[src/rtl/ifu_litebpu.sv]
// ifu_litebpu - lite static branch predictor and JALR operand sequencer.
//
// Produces a static taken prediction and the two operands of the IFU next-PC
// adder from the mini-decoder outputs. JALR through x2..x31 borrows the shared
// regfile rs1 read port (IR stage has priority) and stalls fetch until the
// base register is free of hazards and has been read.
//
// Ports:
//   clk, rst                 clock, asynchronous active-high reset
//   pc                       PC of the decoded instruction
//   dec_i_valid/dec_i_ready  decoder outputs valid / IFU consumes prediction
//   dec_jal/jalr/bxx         decoded branch class
//   dec_bjp_imm              sign-extended branch/jump immediate
//   dec_jalr_rs1idx          JALR base register index
//   oitf_empty, ir_empty     no outstanding long-pipe writes / IR stage empty
//   ir_rs1en                 IR stage owns the rs1 port this cycle
//   jalr_rs1idx_cam_irrdidx  IR-stage instruction writes the JALR base
//   bpu_flush                abort any JALR sequence
//   rf2bpu_x1, rf2bpu_rs1    forwarded x1 / shared rs1 port read data
//   bpu2rf_rs1_ena           claim of the shared rs1 port
//   bpu_wait                 IFU must hold instruction and PC
//   prdt_taken               predicted taken
//   prdt_pc_add_op1/op2      next-PC adder operands
module ifu_litebpu #(
   parameter int PC_SIZE = 32,
   parameter int XLEN    = 32,
   parameter int RFIDX_W = 5
) (
   input  logic               clk,
   input  logic               rst,
   input  logic [PC_SIZE-1:0] pc,
   input  logic               dec_i_valid,
   input  logic               dec_i_ready,
   input  logic               dec_jal,
   input  logic               dec_jalr,
   input  logic               dec_bxx,
   input  logic [XLEN-1:0]    dec_bjp_imm,
   input  logic [RFIDX_W-1:0] dec_jalr_rs1idx,
   input  logic               oitf_empty,
   input  logic               ir_empty,
   input  logic               ir_rs1en,
   input  logic               jalr_rs1idx_cam_irrdidx,
   input  logic               bpu_flush,
   input  logic [XLEN-1:0]    rf2bpu_x1,
   input  logic [XLEN-1:0]    rf2bpu_rs1,
   output logic               bpu2rf_rs1_ena,
   output logic               bpu_wait,
   output logic               prdt_taken,
   output logic [PC_SIZE-1:0] prdt_pc_add_op1,
   output logic [PC_SIZE-1:0] prdt_pc_add_op2
);

   localparam logic [1:0] ST_IDLE = 2'd0;
   localparam logic [1:0] ST_WAIT = 2'd1;
   localparam logic [1:0] ST_RD   = 2'd2;
   localparam logic [1:0] ST_HOLD = 2'd3;

   logic [1:0]         state_q, state_d;
   logic [XLEN-1:0]    rs1_q, rs1_d;
   logic               rs1_ena;
   logic               out_en;
   logic               is_x0, is_x1, is_xn, jalr_xn, dep, x1_wait, xn_wait;
   logic [PC_SIZE-1:0] imm_pc, x1_pc, rs1_pc, rs1q_pc, xn_op1;

   // Width adaptation between XLEN data and PC_SIZE adder operands.
   generate
      if (PC_SIZE <= XLEN) begin : g_trunc
         assign imm_pc  = dec_bjp_imm[PC_SIZE-1:0];
         assign x1_pc   = rf2bpu_x1[PC_SIZE-1:0];
         assign rs1_pc  = rf2bpu_rs1[PC_SIZE-1:0];
         assign rs1q_pc = rs1_q[PC_SIZE-1:0];
      end else begin : g_ext
         assign imm_pc  = {{(PC_SIZE-XLEN){dec_bjp_imm[XLEN-1]}}, dec_bjp_imm};
         assign x1_pc   = {{(PC_SIZE-XLEN){1'b0}}, rf2bpu_x1};
         assign rs1_pc  = {{(PC_SIZE-XLEN){1'b0}}, rf2bpu_rs1};
         assign rs1q_pc = {{(PC_SIZE-XLEN){1'b0}}, rs1_q};
      end
   endgenerate

   // Outputs read as zero while reset is asserted, not only after the edge.
   assign out_en  = dec_i_valid & ~rst;

   assign is_x0   = (dec_jalr_rs1idx == RFIDX_W'(0));
   assign is_x1   = (dec_jalr_rs1idx == RFIDX_W'(1));
   assign is_xn   = ~is_x0 & ~is_x1;
   assign jalr_xn = dec_i_valid & dec_jalr & is_xn;
   assign dep     = ~oitf_empty | (~ir_empty & jalr_rs1idx_cam_irrdidx);

   always_comb begin
      state_d = state_q;
      rs1_d   = rs1_q;
      rs1_ena = 1'b0;
      case (state_q)
         ST_IDLE: begin
            if (jalr_xn) begin
               if (dep | ir_rs1en) begin
                  state_d = ST_WAIT;
               end else begin
                  rs1_ena = 1'b1;
                  state_d = ST_RD;
               end
            end
         end
         ST_WAIT: begin
            if (~dep & ~ir_rs1en) begin
               rs1_ena = 1'b1;
               state_d = ST_RD;
            end
         end
         ST_RD: begin
            rs1_d   = rf2bpu_rs1;
            state_d = dec_i_ready ? ST_IDLE : ST_HOLD;
         end
         ST_HOLD: begin
            if (dec_i_ready) state_d = ST_IDLE;
         end
         default: state_d = ST_IDLE;
      endcase
      if (bpu_flush) begin
         state_d = ST_IDLE;
         rs1_ena = 1'b0;
      end
   end

   always_ff @(posedge clk or posedge rst) begin
      if (rst) begin
         state_q <= ST_IDLE;
         rs1_q   <= '0;
      end else begin
         state_q <= state_d;
         rs1_q   <= rs1_d;
      end
   end

   assign x1_wait = is_x1 & (~oitf_empty | jalr_rs1idx_cam_irrdidx);
   assign xn_wait = is_xn & ((state_q == ST_WAIT) | (state_q == ST_IDLE));

   always_comb begin
      xn_op1 = '0;
      if (state_q == ST_RD)        xn_op1 = rs1_pc;
      else if (state_q == ST_HOLD) xn_op1 = rs1q_pc;
   end

   assign bpu2rf_rs1_ena  = out_en & rs1_ena;
   assign bpu_wait        = out_en & dec_jalr & (x1_wait | xn_wait);
   assign prdt_taken      = out_en & (dec_jal | dec_jalr | (dec_bxx & dec_bjp_imm[XLEN-1]));
   assign prdt_pc_add_op2 = out_en ? imm_pc : '0;

   always_comb begin
      prdt_pc_add_op1 = '0;
      if (out_en) begin
         if (!dec_jalr)  prdt_pc_add_op1 = pc;
         else if (is_x0) prdt_pc_add_op1 = '0;
         else if (is_x1) prdt_pc_add_op1 = x1_pc;
         else            prdt_pc_add_op1 = xn_op1;
      end
   end

endmodule

[config.mk]
export PLATFORM = sky130hd
export DESIGN_NAME = ifu_litebpu
export DESIGN_NICKNAME = d
export VERILOG_FILES = /design/src/rtl/ifu_litebpu.sv
export SDC_FILE = /design/constraint.sdc
export NUM_CORES = 1
export LEC_CHECK = 0
export BUFFER_PORTS_ARGS = -buffer_cell sky130_fd_sc_hd__buf_2
export CORE_AREA = 2 2 83 85
export DETAILED_ROUTE_END_ITERATION = 8
export DIE_AREA = 0 0 85 87
export GPL_TIMING_DRIVEN = 0
export PLACE_DENSITY_LB_ADDON = 0.25
export SETUP_SLACK_MARGIN = 0.05
export SLEW_MARGIN = 20
export SYNTH_ARGS = -nofsm -noshare
export SYNTH_HDL_FRONTEND = slang
export SYNTH_SLANG_ARGS = --single-unit
[constraint.sdc]
create_clock -name clk -period 2.3 [get_ports clk]
set_input_delay 0.23 -clock clk [delete_from_list [all_inputs] [get_ports clk]]
set_output_delay 0.23 -clock clk [all_outputs]
set_load 0.02 [all_outputs]
Word-level counts from Yosys, hierarchy flattened
Cells that the tools add are included.
Operators by class
  $add $sub $neg: 0
  multipliers: 0
  divide/modulo/power cells: 0
  order comparisons: 0
  equality and inequality tests: 7
  shifts and indexed selects: 0
  muxes and demuxes: 19
  bitwise operators: 27
  reduce and logical (&&, ||, !) cells: 3
Operators by type and width (number)
  $mux 32: 7
  $and 1x1->1: 13
  $mux 2: 6
  $ne 3x3->1 const B: 3
  $pmux 2 s4: 1
  $not 1->1: 7
  $or 1x1->1: 7
  $eq 5x1->1 const B: 1
  $logic_not 5->1: 1
  $eq 2x2->1 const B: 2
  $mux 1: 4
  $reduce_and 3->1: 1
  $eq 2x1->1 const B: 1
  $logic_not 2->1: 1
  $pmux 1 s2: 1
Storage, ports and cells
  register bits: 34
  latch bits: 0
  RAM bits: 0
  ROM bits: 0
  input bits: 145
  output and inout bits: 67
  logic and storage cells: 58
  memories kept: 0

Longest topological paths before layout
Gate-level depths: netlist (run 1).
  depth after elaboration: 9
  gate-level depth with buffers: 5
  depth with buffers taken out: 3

Worst setup path after synthesis (run 1)
No wires, ideal clock.
  path type: input-to-output
  from: input port rst
  to: output port bpu2rf_rs1_ena
  arrival: 1771 ps
  required time: 2070 ps
  path slack: 299 ps
  cell stages on the path: 3
  path buffers: 0
  cells stage by stage: inv_1 -> nand2_1 -> nor4_1
Between the ends
  word-level cells in the longest chain between the ends: 3
Ends and longest elaborated chain
  start, declared: line 30  | input logic rst,
  $not 1->1: line 81  | assign out_en = dec_i_valid & ~rst;
  $and 1x1->1: line 81
  $and 1x1->1: line 144  | assign bpu2rf_rs1_ena = out_en & rs1_ena;
  end, declared: line 46  | output logic bpu2rf_rs1_ena,
No other way between the ends.

Worst setup path after layout (run 1)
  from: register state_q[1]
  to: output port prdt_pc_add_op1[19]
Between the ends
  word-level cells in the longest chain between the ends: 7
  elaborated cells on any way between the ends: 8
  classes of those cells: eq/ne (2); mux (6)
Ends and longest elaborated chain
  start, declared: line 58  | logic [1:0] state_q, state_d;
  start signal, assigned: line 130  | state_q <= state_d;
  $eq 2x2->1: line 141  | else if (state_q == ST_HOLD) xn_op1 = rs1q_pc;
  $mux 32: line 141
  $mux 32 (*): line 140  | if (state_q == ST_RD) xn_op1 = rs1_pc;
  $mux 32 (*): line 154  | else if (is_x1) prdt_pc_add_op1 = x1_pc;
  $mux 32 (*): line 153  | else if (is_x0) prdt_pc_add_op1 = '0;
  $mux 32 (*): line 152  | if (!dec_jalr) prdt_pc_add_op1 = pc;
  $mux 32 (*): line 151  | if (out_en) begin
  end, declared: line 49  | output logic [PC_SIZE-1:0] prdt_pc_add_op1,
Every way passes the cells marked *; elsewhere a longest branch is shown, timed or not.

==> impl_metrics.yaml, run 1 <==
run_status:
  outcome: "finished, final reports clean"
cts:
  cts_sinks: 34
  tritoncts: "built"
  cts_buffers: 5
  cts_htree_levels: 2
  clockBufferDepth: 2
  clk-insertion-delay-late_ps: 280
  cts_root_buffer: "clkbuf_8"
  post-cts-setup-buffer-count: 0
  clk_pin_slew_worst_paths_ps: 70
power_and_ir_drop:
  total_power_mw: 2.25
  switching_share_pct: 28.2
  cell_internal_pwr_mw: 1.62
  power.switching_mw: 0.635
  ir_drop_mv: 0.366
  power.share.sequential_pct: 40.2
  combPwrFrac_pct: 29.2
  power_leakage_nw: 1.99
  clkPwrFrac_pct: 30.6
  power_density_nw_per_um2: 557
worst_setup_path:
  start_kind: "flip-flop"
  path_buf_inv: 2
  crit_chain: "o41a_1 -> buf_2 -> nand2_1 -> a31oi_1 -> buf_2"
  worst_path_largest_cell_delay_ps: 430
  path_depth: 5
  r2r_setup_slack_ps: 730
  path_common_cell: "buf_2"
  worstPathMaxFanout: 10
  endpoint: "prdt_pc_add_op1[19]"
  r2r_cells: 5
  startpoint: "state_q[1]"
  critical-path-top-delay-family: "compound AO/OA/AOI/OAI gates"
  critPathArrivalTime_ps: 1840
  cp_slowest_cell: "dfrtp_1"
  r2r_end: "rs1_q[2]"
  r2r-start: "state_q[0]"
  end_kind: "output pin"
  worstPathRequired_ps: 2070
  path_class: "flip-flop to output pin"
final_layout:
  drive_above_1_share_pct: 49.3
  fin_nets: 675
  fill_cells: 626
  multiInputGateArea_um2: 1710
  syn2layout_area_growth_pct: 47.2
  final_cell_mix: "buf_2 (217), mux2_1 (40), nand2_1 (36)"
  antenna_cells_inserted: 0
  regArea_um2: 851
  final_common_cell: "buf_2"
  instances_no_fill: 611
grt:
  grtUsageMet1_pct: 32.1
  grt_use_met2_pct: 43.2
  grt.busiest_layer: "met2"
  grt_pass1_wl_um: 14800
  antenna_found_initial: 0
  grt_usage_pct: 24.8
  grt_pass1_vias: 3167
  gr-total-overflow: 0
  gr-usage-met3_pct: 5.31
  grt_max_degree: 36
yosys:
  ys_seq_elements: 34
  synthFlopType: "dfrtp_1"
  synth.avg_cell_area_um2: 8.77
  syn_nets: 458
  syn_area_um2: 2740
  async_reset_ff_share_pct: 100
  synth.distinct_cells: 25
  ys_warn_count: 0
  syn_inst: 313
  synth_edf_count: 0
  synth-seq-area-share_pct: 31.0
routing:
  wl_per_cell_um: 15.3
  vias: 3198
  ant_nets: 0
  vias_per_cell: 5.23
  drc: 0
  dr.pass1.iters: 4
  drt_iter0_drc: 103
  drt_wl_total_um: 9360
sta:
  finalCritPeriodShare_pct: 89.9
  max_slew_margin_pct: 50.9
  fmax_ghz: 0.484
  rsz0062_at_grt: "false"
  finClkSkew_ps: 5.27
  setup_viol: 0
  finalHoldViolations: 0
  fin_crit_ps: 2070
  worst_pin_slew_ps: 735
  finalMaxSlewViolations: 0
floorplanning:
  die_area_um2: 7400
  die_y_um: 87
  io_pins: 212
  start_util_pct: 41.8
  die_w_um: 85
  row_count: 30
  core_area_um2: 6570
placement:
  dp_hpwl_um: 7330
  gp_congestion: 0.799
  place.detailed.instances: 603
  portBuffers: 210
run:
  max-cap-violations: 0
worst_hold_path:
  hold_class: "input pin to async pin"
-- cell usage after synthesis (2+ instances only) --
master	count	area, um^2
o21ai_0	33	165
clkbuf_1	16	60.1
and2_1	32	200
inv_1	2	7.51
nand2b_1	2	12.5
mux2_2	24	270
nand3_1	31	155
nand2_1	36	135
nor2b_1	2	12.5
buf_4	6	45.0
a31oi_1	32	200
o31ai_1	2	15.0
buf_6	3	33.8
dfrtp_1	34	851
buf_2	7	35.0
mux2_1	40	450
nor2_1	2	7.51
a211oi_1	2	15.0
-- how the worst min path moves through the flow --
stage                               from    endpoint
final                                rst   rs1_q[24]
after floorplan                bpu_flush  state_q[1]
after global placement    rf2bpu_rs1[18]   rs1_q[18]
after global routing                 rst   rs1_q[23]
after detailed placement             rst  state_q[1]
after CTS                            rst    rs1_q[7]
-- power by group through the flow --
| stage | Clock (mW) | Sequential, mW | Combinational [mW] |
|---|---|---|---|
| 2_1_floorplan | 0 | 0.879 | 0.418 |
| 3_3_place_gp | 0 | 0.893 | 0.638 |
| 3_5_place_dp | 0 | 0.912 | 0.661 |
| 4_1_cts | 0.701 | 0.902 | 0.664 |
| 5_1_grt | 0.729 | 0.928 | 0.729 |
| 6_report | 0.689 | 0.905 | 0.656 |
-- cells by family (layout without fill, tap and decap cells) --
| kind of cell | count (synthesis) | after routing | synth area share [%] |
|---|---|---|---|
| multiplexers | 64 | 64 | 26.3 |
| AO/OA/AOI/OAI | 71 | 71 | 15.1 |
| flip-flops | 34 | 34 | 31.0 |
| AND/OR/NAND/NOR | 110 | 110 | 21.0 |
| buffers and inverters | 34 | 252 | 6.61 |
-- sequential cells by signal, summed over array words and instances, names as in the netlist --
signal,cells
state_q,2
rs1_q,32
-- through the flow --
stage	cell area, um^2	worst slack (ps)	hold WS, ps	TNS (ps)	util (%)
3_5_place_dp	3890	313	413	0	59.3
3_3_place_gp	3890	-146	458	-146	59.3
4_1_cts	4040	79.5	106	0	61.5
5_1_grt	4040	81.6	158	0	61.5
6_report	4040	232	77.0	0	61.5
2_1_floorplan	2740	299	327	0	-
-- per-layer routing --
layer	vias to the layer above	share of wire, %
met5	-	0
met4	0	0.99
met3	12	7.9
met2	139	50
met1	1493	41
li1	1554	-
-- cell type report --
type                       count  share of cell area, %
multi-input combinational    245                   42.4
timing repair buffer         210                   26.0
sequential                    34                   21.1
buffer                        32                   4.34
tap                           80                   2.48
clock buffer                   6                   2.04
clock inverter                 2                   1.49
inverter                       2                  0.186
-- worst reg2reg max path, stage by stage (launching register included) --
cell and delay, ps:
dfrtp_1 360, buf_2 160, nor2b_1 110, clkbuf_1 240, buf_4 250, mux2_1 350
-- timing repair --
action	4_1_cts	5_1_grt
endpoints found under the setup margin	0	10
resized for setup	0	2
hold buffers	0	0
No activity file was read; power rests on OpenSTA's default activity.
==> run 2, diff against run 1 <==
--- a/config.mk
+++ b/config.mk
@@ -11,6 +11,7 @@
 export DIE_AREA = 0 0 85 87
 export GPL_TIMING_DRIVEN = 0
 export PLACE_DENSITY_LB_ADDON = 0.25
+export RECOVER_POWER = 25
 export SETUP_SLACK_MARGIN = 0.05
 export SLEW_MARGIN = 20
 export SYNTH_ARGS = -nofsm -noshare
==> run 2 against run 1 <==
Sequential cell count is the same. Count of clock-buffer cells in the layout is the same. Clock power is essentially flat. Highest routed layer unchanged. Utilization is essentially flat. Combinational power is essentially flat. Sequential power is essentially flat. Setup slack lost 2.1 ps. Critical path type unchanged. Register-to-register slack is essentially flat.
==> impl_metrics.yaml, run 2 (synthesis results as in run 1) <==
run_status:
  outcome: "finished, final reports clean"
routing:
  drt_wl_total_um: 9380
  wl_per_cell_um: 15.4
  dr.pass1.iters: 4
  drc: 0
  ant_nets: 0
  drt_iter0_drc: 101
  vias_per_cell: 5.23
  vias: 3198
cts:
  tritoncts: "built"
  clk_pin_slew_worst_paths_ps: 70
  clk-insertion-delay-late_ps: 290
  cts_buffers: 5
  cts_htree_levels: 2
  cts_sinks: 34
  clockBufferDepth: 2
  cts_root_buffer: "clkbuf_8"
sta:
  finalCritPeriodShare_pct: 90.0
  fmax_ghz: 0.483
  max_slew_margin_pct: 51.0
  worst_pin_slew_ps: 734
  tns_ps: 0
  rsz0062_at_grt: "false"
  setup_viol: 0
  finalMaxSlewViolations: 0
  fin_crit_ps: 2070
  finClkSkew_ps: 4.94
  hold_ws_ps: 65.4
  finalHoldViolations: 0
worst_hold_path:
  hold_class: "input pin to async pin"
grt:
  grt_pass1_wl_um: 14800
  grt_usage_pct: 24.8
  grt_pass1_vias: 3167
  antenna_found_initial: 0
  gr-total-overflow: 0
  grt_max_degree: 36
final_layout:
  final_common_cell: "buf_2"
  final_cell_mix: "buf_2 (216), mux2_1 (40), nand2_1 (36)"
  antenna_cells_inserted: 0
  syn2layout_area_growth_pct: 47.1
  fin_nets: 675
  final_cell_area_um2: 4040
  drive_above_1_share_pct: 49.2
  largest_reg_flops: 32
  regMostFlops: "rs1_q"
  largest_registers: "rs1_q (32), state_q (2)"
  fin_util_pct: 61.5
power_and_ir_drop:
  ir_drop_mv: 0.366
  power_leakage_nw: 1.99
  total_power_mw: 2.25
  power_density_nw_per_um2: 558
worst_setup_path:
  end_kind: "output pin"
  worstPathMaxFanout: 10
  start_kind: "flip-flop"
  path_class: "flip-flop to output pin"
  worstPathRequired_ps: 2070
  r2r_cells: 5
  critPathArrivalTime_ps: 1840
  startpoint: "state_q[1]"
  r2r-start: "state_q[0]"
floorplanning:
  row_count: 30
  die_w_um: 85
  core_area_um2: 6570
  io_pins: 212
  die_area_um2: 7400
  die_y_um: 87
  start_util_pct: 41.8
placement:
  portBuffers: 210
  gp_congestion: 0.799
  dpl_cell_area_um2: 3890
  dp_hpwl_um: 7330
run:
  max-cap-violations: 0
run 2: cell types whose count changed in the layout (fill, tap and decap cells not counted), sizes merged:
cell,change
clkbuf,+1
buf,-1
run 2: worst max-delay path: stages (launching register included):
cell and delay, ps:
dfrtp_1 430, o41a_1 340, buf_2 290, nand2_1 80, a31oi_1 220, buf_2 200
run 2: final cells by class:
cell class              count  area [um^2]
plain buffers              32          175
clock buffers               6         82.6
clock inverters             2         60.1
fillers                   626         2530
inverters                   2         7.51
multi-input cells         245         1710
flip-flops and latches     34          851
well taps                  80          100
repair buffers            210         1050
run 2: worst paths after layout:
path                                       endpoint  slack (ps)
worst min-delay path                      rs1_q[24]          70
worst max-delay path            prdt_pc_add_op1[19]         230
max in group asynchronous                 rs1_q[18]        1770
min in group clk                           rs1_q[7]         170
worst max register to register             rs1_q[2]         730
worst min register to register             rs1_q[7]         480
run 2: report_power, final:
| part | internal [mW] | total, mW | switching [mW] | leakage (nW) |
|---|---|---|---|---|
| clock network | 0.463 | 0.691 | 0.229 | 0.0714 |
| logic | 0.342 | 0.656 | 0.314 | 1.50 |
| registers | 0.811 | 0.905 | 0.0946 | 0.417 |
run 2: what timing repair did:
action                                  CTS  global route
hold buffers                              0             0
gates resized for setup                   0             2
setup buffers                             0             0
endpoints found under the setup margin    0            10
run 2: routing by layer:
| metal | track usage, % | share of wire [%] |
|---|---|---|
| met1 | 32.1 | 42 |
| met2 | 43.2 | 50 |
| met3 | 5.31 | 7.5 |
| met4 | 4.62 | 0.99 |
| met5 | 0 | 0 |
run 2: stage by stage:
stage               cells  setup slack, ps
floorplan             313              299
global placement      603             -146
detailed placement    603              313
CTS                   611             79.5
global route          611             81.6
finish                611              230
==> run 3, diff against run 2 <==
--- a/config.mk
+++ b/config.mk
@@ -7,9 +7,11 @@
 export LEC_CHECK = 0
 export BUFFER_PORTS_ARGS = -buffer_cell sky130_fd_sc_hd__buf_2
 export CORE_AREA = 2 2 83 85
+export CTS_CLUSTER_DIAMETER = 40
 export DETAILED_ROUTE_END_ITERATION = 8
 export DIE_AREA = 0 0 85 87
 export GPL_TIMING_DRIVEN = 0
+export HOLD_SLACK_MARGIN = 0.15
 export PLACE_DENSITY_LB_ADDON = 0.25
 export RECOVER_POWER = 25
 export SETUP_SLACK_MARGIN = 0.05
==> constraint.sdc (replaced) <==
create_clock -name clk -period 2.3 [get_ports clk]
set_input_delay 0.23 -clock clk [delete_from_list [all_inputs] [get_ports clk]]
set_output_delay 0.23 -clock clk [all_outputs]
set_load 0.1 [all_outputs]
==> run 3 against run 2 <==
Worst hold slack better by 100 ps. Sequential share of layout area down 1.4 points. First-iteration DRC count is 3.0% lower. Sequential cell count unchanged. Count of clock-buffer cells in the layout up 1. Die area stayed put. Critical path type unchanged. Largest cell class unchanged.
==> impl_metrics.yaml, run 3 (synthesis results as in run 1) <==
run_status:
  outcome: "finished, final reports clean"
sta:
  max_slew_margin_pct: 40.4
  finalCritPeriodShare_pct: 94.1
  finalWorstSetupSlack_ps: 135
  finalHoldViolations: 0
  fin_crit_ps: 2160
  setup_viol: 0
  worst_pin_slew_ps: 893
  finalMaxSlewViolations: 0
  hold_ws_ps: 170
  finClkSkew_ps: 10.1
  rsz0062_at_grt: "true"
  fmax_ghz: 0.462
floorplanning:
  die_area_um2: 7400
  core_area_um2: 6570
  row_count: 30
  io_pins: 212
  die_y_um: 87
  die_w_um: 85
  start_util_pct: 41.8
routing:
  vias_per_cell: 5.25
  drt_wl_total_um: 9810
  ant_nets: 0
  vias: 3226
  dr.pass1.iters: 6
  drc: 0
  wl_per_cell_um: 16.0
  drt_iter0_drc: 98
cts:
  cts_buffers: 5
  clk-insertion-delay-late_ps: 290
  clk_pin_slew_worst_paths_ps: 80
  cts_sinks: 34
  cts_htree_levels: 2
  post-cts-setup-buffer-count: 0
  tritoncts: "built"
  clockBufferDepth: 2
  cts_root_buffer: "clkbuf_8"
grt:
  grt_pass1_vias: 3086
  grt_usage_pct: 25.5
  grt_pass1_wl_um: 15000
  grt_max_degree: 35
  antenna_found_initial: 1
  gr-total-overflow: 0
worst_hold_path:
  whs_path_depth: 2
  hold_class: "input pin to flip-flop"
final_layout:
  largest_reg_flops: 32
  instances_no_fill: 614
  multiInputGateArea_um2: 1950
  regMostFlops: "rs1_q"
  syn2layout_area_growth_pct: 57.5
  fin_nets: 677
  final_cell_mix: "buf_2 (186), mux2_1 (40), nand2_1 (36)"
  final_common_cell: "buf_2"
  drive_above_1_share_pct: 55.9
  largest_registers: "rs1_q (32), state_q (2)"
  regArea_um2: 851
  fill_cells: 596
run:
  max-cap-violations: 0
placement:
  pre_cts_ws_ps: 78.3
  portBuffers: 210
  dp_hpwl_um: 7660
  gp_congestion: 0.869
  place.detailed.instances: 603
power_and_ir_drop:
  ir_drop_mv: 0.348
  total_power_mw: 2.35
  power_leakage_nw: 2.00
  power_density_nw_per_um2: 545
worst_setup_path:
  end_kind: "output pin"
  worst_path_largest_cell_delay_ps: 430
  worstPathMaxFanout: 10
  critical-path-top-delay-family: "buffers and inverters"
  r2r_cells: 5
  crit_chain: "o41a_1 -> buf_2 -> nand2_1 -> a31oi_2 -> clkbuf_4"
  worstPathRequired_ps: 2070
  path_depth: 5
  path_buf_inv: 2
  cp_slowest_cell: "dfrtp_1"
  critPathArrivalTime_ps: 1930
  start_kind: "flip-flop"
  path_class: "flip-flop to output pin"
[run 3: worst reg2reg max path: stages, from the launching register on]
cell and delay [ps]:
dfrtp_1 360, buf_2 160, nor2b_1 120, clkbuf_1 270, buf_4 260, mux2_1 360
[run 3: area by class of cell]
class	instances	area share, %
multi-input cells	245	45.1
repair buffers	212	26.5
flip-flops and latches	34	19.7
plain buffers	32	4.11
well taps	80	2.32
clock buffers	7	2.00
inverters	2	0.174
clock inverters	1	0.116
diodes	1	0.0579
[run 3: power breakdown]
group	total, mW	internal, mW	switching [mW]	leakage (nW)
logic	0.984	0.365	0.619	1.53
registers	0.907	0.811	0.0966	0.417
clock network	0.463	0.242	0.221	0.0482
[run 3: through the flow]
step | TNS (ps) | util, % | instance area, um^2
floorplan | -219 | - | 2980
global placement | -595 | 62.9 | 4130
detailed placement | 0 | 62.9 | 4130
CTS | 0 | 65.5 | 4300
global route | 0 | 65.8 | 4320
finish | 0 | 65.8 | 4320
[run 3: what timing repair did]
action,CTS,global route
hold buffers,2,0
hold endpoints to repair,34,0
gates resized for setup,21,19
setup endpoints to repair,20,20
[run 3: layer usage]
metal  global-route usage, %  wire, um  up-vias
met2                    44.7      4950      133
li1                        -         -     1567
met3                    5.69       671       21
met1                    30.1      3890     1505
met5                       0         0        -
met4                    10.5       291        0
[run 3: worst paths after layout]
kind,startpoint,to,slack [ps]
setup / recovery,state_q[1],prdt_pc_add_op1[31],140
hold / removal,rf2bpu_rs1[1],rs1_q[1],170
setup reg to reg,state_q[0],rs1_q[31],660
hold reg to reg,rs1_q[11],rs1_q[11],480
max in group asynchronous,rst,rs1_q[15],900
min in group asynchronous,rst,rs1_q[30],830
